<file path="src/rtl/multicycle_control_if.sv">
// Control-to-datapath bundle for the multi-cycle control unit.
// The master side is the control FSM; the slave side is the datapath and memory.
interface multicycle_control_if #(
    parameter int unsigned OP_W    = 6,
    parameter int unsigned ALUOP_W = 4,
    parameter int unsigned CNT_W   = 32
);
    logic [OP_W-1:0]    op;
    logic [OP_W-1:0]    funct;
    logic               mem_ready;
    logic               pc_write;
    logic               pc_write_cond;
    logic               ir_write;
    logic               i_or_d;
    logic               mem_read;
    logic               mem_write;
    logic               reg_write;
    logic [1:0]         reg_dst;
    logic [1:0]         mem_to_reg;
    logic               alu_src;
    logic [ALUOP_W-1:0] alu_op;
    logic               jump;
    logic               illegal;
    logic               retired;
    logic [CNT_W-1:0]   instr_count;

    modport master (
        input  op, funct, mem_ready,
        output pc_write, pc_write_cond, ir_write, i_or_d, mem_read, mem_write,
               reg_write, reg_dst, mem_to_reg, alu_src, alu_op, jump, illegal,
               retired, instr_count
    );

    modport slave (
        output op, funct, mem_ready,
        input  pc_write, pc_write_cond, ir_write, i_or_d, mem_read, mem_write,
               reg_write, reg_dst, mem_to_reg, alu_src, alu_op, jump, illegal,
               retired, instr_count
    );
endinterface

</file>
<file path="src/rtl/multicycle_control.sv">
// Multi-cycle control FSM: FETCH/DECODE/EXEC/MEM/WB sequencing with a memory-ready
// stall, per-state datapath strobes and a retired-instruction counter.
module multicycle_control #(
    parameter int unsigned OP_W    = 6,
    parameter int unsigned ALUOP_W = 4,
    parameter int unsigned CNT_W   = 32
) (
    input  logic                clk,
    input  logic                rst,
    multicycle_control_if.master bus
);
    typedef enum logic [2:0] {
        StFetch, StDecode, StExec, StMem, StWb
    } stateType;

    typedef enum logic [2:0] {
        ClsRtype, ClsImm, ClsBranch, ClsJa, ClsJal, ClsLw, ClsSw, ClsIllegal
    } instrClass;

    localparam logic [OP_W-1:0] OpRtype = OP_W'(6'b000000);
    localparam logic [OP_W-1:0] OpAddi  = OP_W'(6'b100011);
    localparam logic [OP_W-1:0] OpSubi  = OP_W'(6'b110001);
    localparam logic [OP_W-1:0] OpAndi  = OP_W'(6'b001111);
    localparam logic [OP_W-1:0] OpMuli  = OP_W'(6'b111000);
    localparam logic [OP_W-1:0] OpOri   = OP_W'(6'b001110);
    localparam logic [OP_W-1:0] OpXori  = OP_W'(6'b001100);
    localparam logic [OP_W-1:0] OpSlti  = OP_W'(6'b001000);
    localparam logic [OP_W-1:0] OpBeq   = OP_W'(6'b100000);
    localparam logic [OP_W-1:0] OpBrg   = OP_W'(6'b100010);
    localparam logic [OP_W-1:0] OpBrl   = OP_W'(6'b100101);
    localparam logic [OP_W-1:0] OpBne   = OP_W'(6'b000111);
    localparam logic [OP_W-1:0] OpBrz   = OP_W'(6'b000110);
    localparam logic [OP_W-1:0] OpJa    = OP_W'(6'b110100);
    localparam logic [OP_W-1:0] OpJal   = OP_W'(6'b111110);
    localparam logic [OP_W-1:0] OpLw    = OP_W'(6'b010001);
    localparam logic [OP_W-1:0] OpSw    = OP_W'(6'b011001);
    localparam logic [OP_W-1:0] FunctJr = OP_W'(6'b000001);

    function automatic instrClass classify(input logic [OP_W-1:0] o);
        instrClass cls;
        case (o)
            OpRtype:                                      cls = ClsRtype;
            OpAddi, OpSubi, OpAndi, OpMuli,
            OpOri, OpXori, OpSlti:                        cls = ClsImm;
            OpBeq, OpBrg, OpBrl, OpBne, OpBrz:            cls = ClsBranch;
            OpJa:                                         cls = ClsJa;
            OpJal:                                        cls = ClsJal;
            OpLw:                                         cls = ClsLw;
            OpSw:                                         cls = ClsSw;
            default:                                      cls = ClsIllegal;
        endcase
        return cls;
    endfunction

    // ALU code for immediate and branch ops; ADDI/LW/SW fall through to add.
    function automatic logic [3:0] aluCode(input logic [OP_W-1:0] o);
        logic [3:0] code;
        case (o)
            OpSubi, OpBeq: code = 4'b0001;
            OpAndi:        code = 4'b0011;
            OpMuli:        code = 4'b0100;
            OpOri:         code = 4'b0101;
            OpXori:        code = 4'b0110;
            OpSlti:        code = 4'b0111;
            OpBrg:         code = 4'b1000;
            OpBrl:         code = 4'b1001;
            OpBne:         code = 4'b1010;
            OpBrz:         code = 4'b1011;
            default:       code = 4'b0000;
        endcase
        return code;
    endfunction

    stateType         state;
    logic [OP_W-1:0]  opLatch;
    logic [OP_W-1:0]  functLatch;
    logic [CNT_W-1:0] instrCount;
    instrClass        latchedCls;
    logic             isJr;

    logic       pcWrite, pcWriteCond, irWrite, iOrD, memRead, memWrite, regWrite;
    logic [1:0] regDst, memToReg;
    logic       aluSrc, jump, illegal, retired;
    logic [3:0] aluOpC;

    assign latchedCls = classify(opLatch);
    assign isJr       = (latchedCls == ClsRtype) && (functLatch == FunctJr);

    // State sequencing, opcode latch and retire counter.
    always_ff @(posedge clk) begin
        if (rst) begin
            state      <= StFetch;
            opLatch    <= '0;
            functLatch <= '0;
            instrCount <= '0;
        end else begin
            if (retired) begin
                instrCount <= instrCount + CNT_W'(1);
            end
            case (state)
                StFetch: begin
                    if (bus.mem_ready) begin
                        state <= StDecode;
                    end
                end
                StDecode: begin
                    opLatch    <= bus.op;
                    functLatch <= bus.funct;
                    state      <= (classify(bus.op) == ClsIllegal) ? StFetch : StExec;
                end
                StExec: begin
                    case (latchedCls)
                        ClsRtype:     state <= isJr ? StFetch : StWb;
                        ClsImm:       state <= StWb;
                        ClsLw, ClsSw: state <= StMem;
                        default:      state <= StFetch;
                    endcase
                end
                StMem: begin
                    if (bus.mem_ready) begin
                        state <= (latchedCls == ClsLw) ? StWb : StFetch;
                    end
                end
                default: state <= StFetch;
            endcase
        end
    end

    // Per-state strobes; everything is forced low while rst is asserted.
    always_comb begin
        pcWrite     = 1'b0;
        pcWriteCond = 1'b0;
        irWrite     = 1'b0;
        iOrD        = 1'b0;
        memRead     = 1'b0;
        memWrite    = 1'b0;
        regWrite    = 1'b0;
        regDst      = 2'b00;
        memToReg    = 2'b00;
        aluSrc      = 1'b0;
        aluOpC      = 4'b0000;
        jump        = 1'b0;
        illegal     = 1'b0;
        retired     = 1'b0;
        if (!rst) begin
            case (state)
                StFetch: begin
                    memRead = 1'b1;
                    if (bus.mem_ready) begin
                        irWrite = 1'b1;
                        pcWrite = 1'b1;
                    end
                end
                StDecode: begin
                    illegal = (classify(bus.op) == ClsIllegal);
                end
                StExec: begin
                    case (latchedCls)
                        ClsRtype: begin
                            if (isJr) begin
                                jump    = 1'b1;
                                pcWrite = 1'b1;
                                retired = 1'b1;
                            end else begin
                                aluOpC = 4'b0010;
                            end
                        end
                        ClsImm: begin
                            aluSrc = 1'b1;
                            aluOpC = aluCode(opLatch);
                        end
                        ClsBranch: begin
                            pcWriteCond = 1'b1;
                            aluOpC      = aluCode(opLatch);
                            retired     = 1'b1;
                        end
                        ClsJa: begin
                            jump    = 1'b1;
                            pcWrite = 1'b1;
                            retired = 1'b1;
                        end
                        ClsJal: begin
                            jump     = 1'b1;
                            pcWrite  = 1'b1;
                            regWrite = 1'b1;
                            regDst   = 2'b10;
                            memToReg = 2'b10;
                            aluOpC   = 4'b1100;
                            retired  = 1'b1;
                        end
                        ClsLw, ClsSw: begin
                            aluSrc = 1'b1;
                        end
                        default: ;
                    endcase
                end
                StMem: begin
                    iOrD   = 1'b1;
                    aluSrc = 1'b1;
                    if (latchedCls == ClsLw) begin
                        memRead = 1'b1;
                    end else begin
                        memWrite = 1'b1;
                        retired  = bus.mem_ready;
                    end
                end
                StWb: begin
                    regWrite = 1'b1;
                    retired  = 1'b1;
                    regDst   = (latchedCls == ClsRtype) ? 2'b01 : 2'b00;
                    memToReg = (latchedCls == ClsLw) ? 2'b01 : 2'b00;
                end
                default: ;
            endcase
        end
    end

    assign bus.pc_write      = pcWrite;
    assign bus.pc_write_cond = pcWriteCond;
    assign bus.ir_write      = irWrite;
    assign bus.i_or_d        = iOrD;
    assign bus.mem_read      = memRead;
    assign bus.mem_write     = memWrite;
    assign bus.reg_write     = regWrite;
    assign bus.reg_dst       = regDst;
    assign bus.mem_to_reg    = memToReg;
    assign bus.alu_src       = aluSrc;
    assign bus.alu_op        = ALUOP_W'(aluOpC);
    assign bus.jump          = jump;
    assign bus.illegal       = illegal;
    assign bus.retired       = retired;
    assign bus.instr_count   = instrCount;
endmodule

</file>
<file path="src/flat_wrapper.sv">
// flat-port wrapper written by rule: the top's interface ports become plain ports
module multicycle_control_flat 
#(
    parameter int unsigned OP_W    = 6,
    parameter int unsigned ALUOP_W = 4,
    parameter int unsigned CNT_W   = 32
)
  (clk, rst, bus_op, bus_funct, bus_mem_ready, bus_pc_write, bus_pc_write_cond, bus_ir_write, bus_i_or_d, bus_mem_read, bus_mem_write, bus_reg_write, bus_reg_dst, bus_mem_to_reg, bus_alu_src, bus_alu_op, bus_jump, bus_illegal, bus_retired, bus_instr_count);
  multicycle_control_if #(.OP_W(OP_W), .ALUOP_W(ALUOP_W), .CNT_W(CNT_W)) bus_i ();
  input  logic clk;
  input  logic rst;
  input wire logic [$bits(bus_i.op)-1:0] bus_op;
  input wire logic [$bits(bus_i.funct)-1:0] bus_funct;
  input wire logic [$bits(bus_i.mem_ready)-1:0] bus_mem_ready;
  output wire logic [$bits(bus_i.pc_write)-1:0] bus_pc_write;
  output wire logic [$bits(bus_i.pc_write_cond)-1:0] bus_pc_write_cond;
  output wire logic [$bits(bus_i.ir_write)-1:0] bus_ir_write;
  output wire logic [$bits(bus_i.i_or_d)-1:0] bus_i_or_d;
  output wire logic [$bits(bus_i.mem_read)-1:0] bus_mem_read;
  output wire logic [$bits(bus_i.mem_write)-1:0] bus_mem_write;
  output wire logic [$bits(bus_i.reg_write)-1:0] bus_reg_write;
  output wire logic [$bits(bus_i.reg_dst)-1:0] bus_reg_dst;
  output wire logic [$bits(bus_i.mem_to_reg)-1:0] bus_mem_to_reg;
  output wire logic [$bits(bus_i.alu_src)-1:0] bus_alu_src;
  output wire logic [$bits(bus_i.alu_op)-1:0] bus_alu_op;
  output wire logic [$bits(bus_i.jump)-1:0] bus_jump;
  output wire logic [$bits(bus_i.illegal)-1:0] bus_illegal;
  output wire logic [$bits(bus_i.retired)-1:0] bus_retired;
  output wire logic [$bits(bus_i.instr_count)-1:0] bus_instr_count;
  assign bus_i.op = bus_op;
  assign bus_i.funct = bus_funct;
  assign bus_i.mem_ready = bus_mem_ready;
  assign bus_pc_write = bus_i.pc_write;
  assign bus_pc_write_cond = bus_i.pc_write_cond;
  assign bus_ir_write = bus_i.ir_write;
  assign bus_i_or_d = bus_i.i_or_d;
  assign bus_mem_read = bus_i.mem_read;
  assign bus_mem_write = bus_i.mem_write;
  assign bus_reg_write = bus_i.reg_write;
  assign bus_reg_dst = bus_i.reg_dst;
  assign bus_mem_to_reg = bus_i.mem_to_reg;
  assign bus_alu_src = bus_i.alu_src;
  assign bus_alu_op = bus_i.alu_op;
  assign bus_jump = bus_i.jump;
  assign bus_illegal = bus_i.illegal;
  assign bus_retired = bus_i.retired;
  assign bus_instr_count = bus_i.instr_count;
  multicycle_control #(.OP_W(OP_W), .ALUOP_W(ALUOP_W), .CNT_W(CNT_W)) u_core (.clk(clk), .rst(rst), .bus(bus_i));
endmodule
</file>
<file path="config.mk">
export PLATFORM = sky130hd
export DESIGN_NAME = multicycle_control_flat
export DESIGN_NICKNAME = d
export VERILOG_FILES = /design/src/rtl/multicycle_control_if.sv /design/src/rtl/multicycle_control.sv /design/src/flat_wrapper.sv
export SDC_FILE = /design/constraint.sdc
export NUM_CORES = 1
export LEC_CHECK = 0
export CORE_MARGIN = 8
export CORE_UTILIZATION = 40
export CTS_CLUSTER_DIAMETER = 200
export CTS_CLUSTER_SIZE = 20
export DETAILED_ROUTE_END_ITERATION = 8
export HOLD_SLACK_MARGIN = 0.1
export PLACE_DENSITY = 0.7
export SETUP_SLACK_MARGIN = 0.1
export SLEW_MARGIN = 40
export SYNTH_ARGS = -nofsm -noshare
export SYNTH_HDL_FRONTEND = slang
export SYNTH_SLANG_ARGS = --single-unit
</file>
<file path="constraint.sdc">
create_clock -name clk -period 6.6 [get_ports clk]
set_input_delay 1.98 -clock clk [delete_from_list [all_inputs] [get_ports clk]]
set_output_delay 1.98 -clock clk [all_outputs]
set_load 0.02 [all_outputs]
</file>
# Yosys cells after proc, flatten, opt, wreduce, memory -nomap -nowiden
# Memories as Yosys holds them, arrays and structs flattened. A register that Yosys moved wholly into a read port is not among the register bits.
# Index checks and enable logic that the tools add are counted.
# totals
regBits	47
latch_bits	0
ram_bits	0
romBits	576
inputBits	15
output_inout_bits	51
word_cells	101
n_memories	3
# memory_table
name	depth	word_bits	rd	rd_ports_with_merged_regs	write_ports	line_no	text
(name not given)	64	3	1	0	0	multicycle_control.sv:41	case (o)
(name not given)	64	3	1	0	0	multicycle_control.sv:41	
(name not given)	64	3	1	1	0	multicycle_control.sv:41	
# op_classes
addsub	1
mul	0
div	0
order_cmp	0
eq_ne	26
shifts	0
muxes	57
n_bitwise	0
reduce_logical	10
# op_table
cell	count
one-hot mux 4 bit (10 select lines)	1
adder 32 x 1 -> 32 bit, second input constant	1
equality test 6 bit, second input constant	5
2-to-1 mux 1 bit	27
equality test 6 x 4 -> 1 bit, second input constant	4
2-to-1 mux 3 bit	8
equality test 3 bit, second input constant	6
equality test 3 x 2 -> 1 bit, second input constant	4
equality test 6 x 3 -> 1 bit, second input constant	2
2-to-1 mux 6 bit	2
one-hot mux 1 bit (2 select lines)	6
one-hot mux 3 bit (4 select lines)	1
one-hot mux 4 bit (3 select lines)	1
2-to-1 mux 2 bit	5
one-hot mux 3 bit (3 select lines)	1
2-to-1 mux 4 bit	2
one-hot mux 2 bit (2 select lines)	2
OR reduction 2 bit	4
equality test 3 x 1 -> 1 bit, second input constant	2
equality test 6 x 1 -> 1 bit, second input constant	1
logical NOT 3 bit	2
OR reduction 3 bit	2
!= test 2 bit, second input constant	2
one-hot mux 1 bit (3 select lines)	1
other kinds (2)	2

# Depth between registers and ports, before layout
# Gate-level depths: netlist (run 1).
# depth
depth_word	6
ltp_mapped	10
depth_no_buf	8

# Worst setup path after synthesis (run 1)
# No wires, ideal clock.
# synth_path
kind	input port to output port
startpoint	in bus_op[0]
endpoint	out bus_illegal
arrival_ns	4.048
t_required_ns	4.620
path_slack_ns	0.572
cell_stages	7
n_path_buf	1
cell_sequence	clkbuf_1 nor2b_1 ha_1 mux2i_1 o21ai_0 a31o_2 nor4b_1
# synth_between
elab_chain_len	6
# synth_rtl
element	line_no	text
start: declaration	flat_wrapper.sv:12	input wire logic [$bits(bus_i.op)-1:0] bus_op;
memory read (64 x 3 bit)	--	
2-to-1 mux 3 bit	multicycle_control.sv:146	case (state)
2-to-1 mux 3 bit	multicycle_control.sv:145	if (!rst) begin
equality test 3 bit	multicycle_control.sv:155	illegal = (classify(bus.op) == ClsIllegal);
2-to-1 mux 1 bit	multicycle_control.sv:146	
2-to-1 mux 1 bit	multicycle_control.sv:145	
end: declaration	flat_wrapper.sv:27	output wire logic [$bits(bus_i.illegal)-1:0] bus_illegal;
# Every way passes these cells. The select of a mux whose other input is x is not followed.

# Final worst setup path (run 1)
# Same ends and word-level chain as after synthesis.

==> flow_summary.ini, run 1 <==
[timing]
worst_slew_margin_rel_pct = 53.2
fmaxAchievable_mhz = 157
report.final.slew_viol_count = 0
final_min_period_over_clock_period_pct = 96.3
setup_total_negative_slack_ns = 0
period_minus_slack_ns = 6.36
setup_viol = 0
finalClockSkew_ns = 0.00939
grt_setup_unrepaired = false
timing_worst_slew_pin_value_ns = 0.700
final-hold-violation-count = 0

[clock_network]
postCtsSetupRepairBufs = 0
cts-hold-fix-buffers = 0
cts.repair.resized = 0
clk_latency_ns = 0.32
worst_setup_hold_path_clk_slew_ns = 0.09
cts_buffers = 5
cts.path.max_buffers = 2
tritoncts = done
cts-root-buf = clkbuf_8
cts_h_tree_lvls = 2
cts_num_sinks = 50

[setup_path]
worst_path_largest_cell_delay_ns = 0.68
reg2reg_to = u_core.latchedCls[2]$_DFF_P_
r2r.worst_path.cells = 8
setup.worst_path.class = input port to output port
critical_path.max_fanout = 5
critical-path-top-cell-by-count = clkdlybuf4s50_1
cp_data_arrival_time_ns = 4.38
cp_cell_sequence = clkdlybuf4s50_1, nor2b_1, buf_4, ha_1, mux2i_1, o21ai_0, a31o_2, nor4b_1, clkdlybuf4s50_1
end_kind = output port
worst-endpoint-required_ns = 4.62
timing.critical_path.buf_inv = 3
critical_path.startpoint_type = input port
worst_path_dominant_cell_family = buffers and inverters
crit_path_top_delay_cell = clkdlybuf4s50_1
rrSetupSlack_ns = 4.06
r2r_start = u_core.state[0]$_SDFFE_PP0P_

[floorplanning]
die_w_um = 108
floorplan.rows = 33
floorplan.die.height_um = 108
core_area_sq_um = 8220
total_i_o_pin_count = 66
start_util_pct = 41.4
die_area_sq_um = 11700

[pwr]
p_per_area_nw_per_um2 = 160
share_comb_of_total_power_pct = 17.0
p_int_mw = 0.476
switching_share_pct = 29.5
clkPwrFrac_pct = 34.3
power_mw = 0.676
power.switching_mw = 0.199
power.static_leakage_nw = 1.33
power_frac_seq_pct = 48.7
irDropWorstVdd_mv = 0.0811

[yosys]
ys.warnings.count = 0
number_of_synthesized_flops_with_an_enable_pin = 0
synth_nets = 473
netlist_instances = 454
synth_top_cells_by_area = dfxtp_1 29%, a21oi_1 7.1%, or4_1 6.2%, o31ai_1 5.1%, nand2_1 4.9%
synth.cell_area_sq_um = 3400
post_synth_num_cell_types = 64
asr_flop_ratio_synth_pct = 0
cell_types_with_the_highest_counts_after_synthesis = 50 x dfxtp_1, 48 x a21oi_1, 44 x nand2_1, 33 x clkbuf_1, 30 x nor2_1
yosysMostFrequentCell = dfxtp_1
synth_top_flop_cell = dfxtp_1
seq_area_frac_synth_pct = 29.4
ys_seq_elements = 50
yosys.area.top_type_share_pct = 29.4
synth.largest_area_cell = dfxtp_1
synthesis.area_per_instance_sq_um = 7.49

[routing]
routed_wl_um = 9730
via_count = 3568
pre_antenna_drt_iters = 5
drt_iter0_drc = 155
post-route-drc-count = 0
drt.antenna.violating_nets = 0
avgRoutedWirePerCell_um = 16.2
via_per_inst = 5.94

[global_route]
grt_start_max_net_pins = 61
number_of_antenna_violations_at_the_first_check_in_global_routing = 0
grt.overflow.total = 0
grt_pass1_vias = 3195
grt_first_pass_wirelength_um = 15800
groute.usage.overall_pct = 16.3

[job]
drv.max_cap_violation_count = 0

[place]
placement.io_buffers = 65
gp_congestion = 0.891
hpwlAfterDp_um = 7000

[finish]
nets = 514
antenna_cells_inserted = 0
num-fill-cells = 809
syn2layout_area_growth_pct = 24.1
drive_above_1_share_pct = 6.45

[worst_hold_path]
hp-start = u_core.functLatch[1]$_SDFFE_PP0N_
min_path_cells = 2
hold_path_sink = u_core.functLatch[1]$_SDFFE_PP0N_
hp-class = flip-flop to flip-flop

[status]
status = completed
==> cell type report <==
class / instances / area, sq um / share of cell area [%]
Multi-Input combinational cell: 354 / 2220 / 52.7
Sequential cell: 50 / 1000 / 23.7
Timing Repair Buffer: 73 / 706 / 16.7
Tap cell: 105 / 131 / 3.11
Clock buffer: 5 / 68.8 / 1.63
Clock inverter: 3 / 48.8 / 1.16
Inverter: 11 / 41.3 / 0.979
==> tightest hold or removal path: stages, from the launching register on <==
cell,delay (ns)
dfxtp_1,0.32
nand2_1,0.05
a21oi_1,0.06
==> cells in the final DEF (no fill, tap or decap), types with 4 or more instances in the layout <==
master	synthesis	final
clkdlybuf4s50_1	0	64
dfxtp_1	50	50
a21oi_1	48	48
nand2_1	44	44
nor2_1	30	30
or4_1	28	28
o31ai_1	23	23
nor2b_1	16	16
o21ai_0	14	14
nand3_1	14	14
inv_1	11	11
nand4_1	11	11
nor3_1	11	10
nand2b_1	9	9
or3_1	8	8
buf_4	1	8
nor4_1	9	7
mux2i_1	6	6
and2_1	5	5
nor4b_1	5	5
xor2_1	5	5
xnor2_1	5	5
clkbuf_8	0	5
and3_1	4	4
o21a_1	4	4
ha_1	4	4
==> sequential cells by signal (all words and copies together), names as in the netlist <==
name,flops
u_core.bus.instr_count,32
u_core.functLatch,6
u_core.opLatch,6
u_core.latchedCls,3
u_core.state,3
==> power groups by stage <==
| stage | clock, mW | sequential, mW | combinational (mW) |
|---|---|---|---|
| after floorplan | 0 | 0.321 | 0.0934 |
| after CTS | 0.237 | 0.329 | 0.114 |
| final | 0.232 | 0.329 | 0.115 |
| after detailed placement | 0 | 0.336 | 0.113 |
| after global placement | 0 | 0.336 | 0.112 |
| after global routing | 0.246 | 0.331 | 0.126 |
==> per-stage QoR <==
| stage | setup slack (ns) | cells | utilization, % | cell area (sq um) | hold WS (ns) |
|---|---|---|---|---|---|
| 5_1_grt | 0.145 | 601 | 51.3 | 4220 | 0.488 |
| 3_3_place_gp | 0.336 | 593 | 49.7 | 4080 | 0.447 |
| 4_1_cts | 0.241 | 601 | 51.3 | 4220 | 0.470 |
| 6_report | 0.242 | 601 | 51.3 | 4220 | 0.465 |
| 2_1_floorplan | 0.572 | 454 | - | 3400 | 0.436 |
| 3_5_place_dp | 0.266 | 593 | 49.9 | 4100 | 0.457 |
==> kinds of logic after synthesis <==
logic type / after synthesis / synth area share, %
AND/OR/NAND/NOR: 214 / 36.1
AO/OA/AOI/OAI: 118 / 22.2
buffers and inverters: 50 / 5.74
flip-flops: 50 / 29.4
XOR/XNOR: 10 / 2.58
multiplexers: 8 / 2.43
adder cells (fa/ha/maj): 4 / 1.47
==> routing by layer <==
layer  share of wire, %  global-route usage (%)
met1                 45                    21.1
met2                 45                    25.9
met3                8.7                    4.10
met4                1.4                    5.05
met5                  0                       0
==> worst max path at each step <==
| stage | from | end | slack, ns | cells past startpoint |
|---|---|---|---|---|
| 6_report | bus_op[0] | bus_illegal | 0.24 | 9 |
| 5_1_grt | bus_op[0] | bus_illegal | 0.14 | 8 |
| 4_1_cts | bus_op[0] | bus_illegal | 0.24 | 8 |
| 3_5_place_dp | bus_op[0] | bus_illegal | 0.27 | 8 |
| 3_3_place_gp | bus_op[0] | bus_illegal | 0.34 | 8 |
| 2_1_floorplan | bus_op[0] | bus_illegal | 0.57 | 7 |
Note: power is estimated with default switching activity, not from simulation.
==> inputs of run 2 (changes only) <==
--- a/config.mk
+++ b/config.mk
@@ -7,6 +7,7 @@
 export LEC_CHECK = 0
 export CORE_MARGIN = 8
 export CORE_UTILIZATION = 40
+export CTS_BUF_LIST = sky130_fd_sc_hd__clkbuf_16
 export CTS_CLUSTER_DIAMETER = 200
 export CTS_CLUSTER_SIZE = 20
 export DETAILED_ROUTE_END_ITERATION = 8
==> run 2 against run 1 <==
  * Clock skew decreased by 0.0042 ns
  * Critical path type unchanged
  * Combinational power about the same
  * Final area is 1.3% higher
  * Global-route usage grew 0.087 points
  * Highest routed layer unchanged
  * Register-to-register slack worse by 0.02 ns
  * Fmax is essentially flat
  * Die area is the same
  * Worst hold slack lost 0.0010 ns
  * Sequential share of layout area fell by 0.31 points
==> flow_summary.ini, run 2 (synthesis gave the netlist of run 1 again) <==
[clock_network]
cts_buffers = 5
cts.path.max_buffers = 2
tritoncts = done
clk_latency_ns = 0.29
cts-hold-fix-buffers = 0
postCtsSetupRepairBufs = 0
worst_setup_hold_path_clk_slew_ns = 0.07
cts-root-buf = clkbuf_16
cts_h_tree_lvls = 2
cts.repair.resized = 0
cts_num_sinks = 50

[place]
gp_congestion = 0.891
place.detailed.instances = 593
placement.io_buffers = 65
hpwlAfterDp_um = 7000

[timing]
finalClockSkew_ns = 0.00518
final-hold-violation-count = 0
final_min_period_over_clock_period_pct = 96.4
worst_slew_margin_rel_pct = 52.4
grt_setup_unrepaired = false
report.final.slew_viol_count = 0
timing_worst_slew_pin_value_ns = 0.712
fmaxAchievable_mhz = 157
period_minus_slack_ns = 6.36
setup_total_negative_slack_ns = 0
setup_viol = 0

[setup_path]
timing.critical_path.buf_inv = 3
setup.worst_path.class = input port to output port
r2r.worst_path.cells = 8
cp_data_arrival_time_ns = 4.38
crit_path_top_delay_cell = clkdlybuf4s50_1
worst-endpoint-required_ns = 4.62
critical-path-top-cell-by-count = clkdlybuf4s50_1
critical_path.startpoint_type = input port
stages_on_the_worst_setup_path = 9
worst_path_dominant_cell_family = buffers and inverters
cp_cell_sequence = clkdlybuf4s50_1, nor2b_1, buf_4, ha_1, mux2i_1, o21ai_0, a31o_2, nor4b_1, clkdlybuf4s50_1
worst_path_largest_cell_delay_ns = 0.68
critical_path.max_fanout = 5
end_kind = output port

[floorplanning]
start_util_pct = 41.4
die_w_um = 108
core_area_sq_um = 8220
floorplan.rows = 33
total_i_o_pin_count = 66
die_area_sq_um = 11700
floorplan.die.height_um = 108

[finish]
drive_above_1_share_pct = 6.45
largest_reg_flops = 32
commonest_cells_after_routing_fill_and_taps_aside = 64 x clkdlybuf4s50_1, 50 x dfxtp_1, 48 x a21oi_1, 44 x nand2_1, 30 x nor2_1
syn2layout_area_growth_pct = 25.7
mostFrequentLayoutCell = clkdlybuf4s50_1
final_cell_count_without_fillers = 601
antenna_cells_inserted = 0
nets = 514

[routing]
via_per_inst = 5.98
pre_antenna_drt_iters = 5
routed_wl_um = 9830
drt.antenna.violating_nets = 0
avgRoutedWirePerCell_um = 16.4
post-route-drc-count = 0
via_count = 3595
drt_iter0_drc = 152

[global_route]
groute.usage.overall_pct = 16.4
number_of_antenna_violations_at_the_first_check_in_global_routing = 0
grt_pass1_vias = 3211
grt_start_max_net_pins = 61
grt_first_pass_wirelength_um = 15900
grt.overflow.total = 0

[pwr]
clkPwrFrac_pct = 40.7
p_int_mw = 0.542
power_frac_seq_pct = 44.0
switching_share_pct = 27.6
power.static_leakage_nw = 1.35
irDropWorstVdd_mv = 0.0913
power.switching_mw = 0.206
p_per_area_nw_per_um2 = 175
share_comb_of_total_power_pct = 15.3

[worst_hold_path]
hp-class = flip-flop to flip-flop
min_path_cells = 2

[status]
status = completed

[job]
drv.max_cap_violation_count = 0
-- run 2: worst paths after layout --
kind | start | end | slack, ns
max | bus_op[0] | bus_illegal | 0.24
min | u_core.functLatch[1]$_SDFFE_PP0N_ | u_core.functLatch[1]$_SDFFE_PP0N_ | 0.46
max reg2reg | u_core.state[0]$_SDFFE_PP0P_ | u_core.latchedCls[2]$_DFF_P_ | 4.04
min reg2reg | u_core.functLatch[1]$_SDFFE_PP0N_ | u_core.functLatch[1]$_SDFFE_PP0N_ | 0.46
-- run 2: routing by layer --
layer	GRT usage (%)	up-vias	wire, um
met3	3.99	19	875
met2	26.4	137	4440
met1	21.2	1659	4350
met5	0	-	0
met4	4.76	0	157
li1	-	1780	-
-- run 2: area by class of cell --
cell class / count / area (sq um)
fillers: 806 / 3940
multi-input cells: 354 / 2220
flip-flops and latches: 50 / 1000
repair buffers: 73 / 706
well taps: 105 / 131
clock buffers: 5 / 125
clock inverters: 3 / 48.8
inverters: 11 / 41.3
-- run 2: per-stage QoR --
step	util [%]	instance area (sq um)	power [mW]	setup slack [ns]	hold slack [ns]
after detailed placement	49.9	4100	0.449	0.266	0.457
final	52.0	4280	0.749	0.237	0.464
after global routing	52.0	4280	0.776	0.145	0.483
after global placement	49.7	4080	0.448	0.336	0.447
after CTS	52.0	4280	0.752	0.241	0.466
after floorplan	-	3400	0.415	0.572	0.436
-- run 2: worst min-delay path, stage by stage (launching register included) --
cell     delay [ns]
dfxtp_1        0.31
nand2_1        0.05
a21oi_1        0.06
-- run 2: power groups by stage --
stage                     combinational, mW  clock (mW)  sequential [mW]
after floorplan                      0.0934           0            0.321
after global placement                0.112           0            0.336
after detailed placement              0.113           0            0.336
after CTS                             0.114       0.310            0.329
after global routing                  0.126       0.319            0.331
final                                 0.115       0.305            0.329
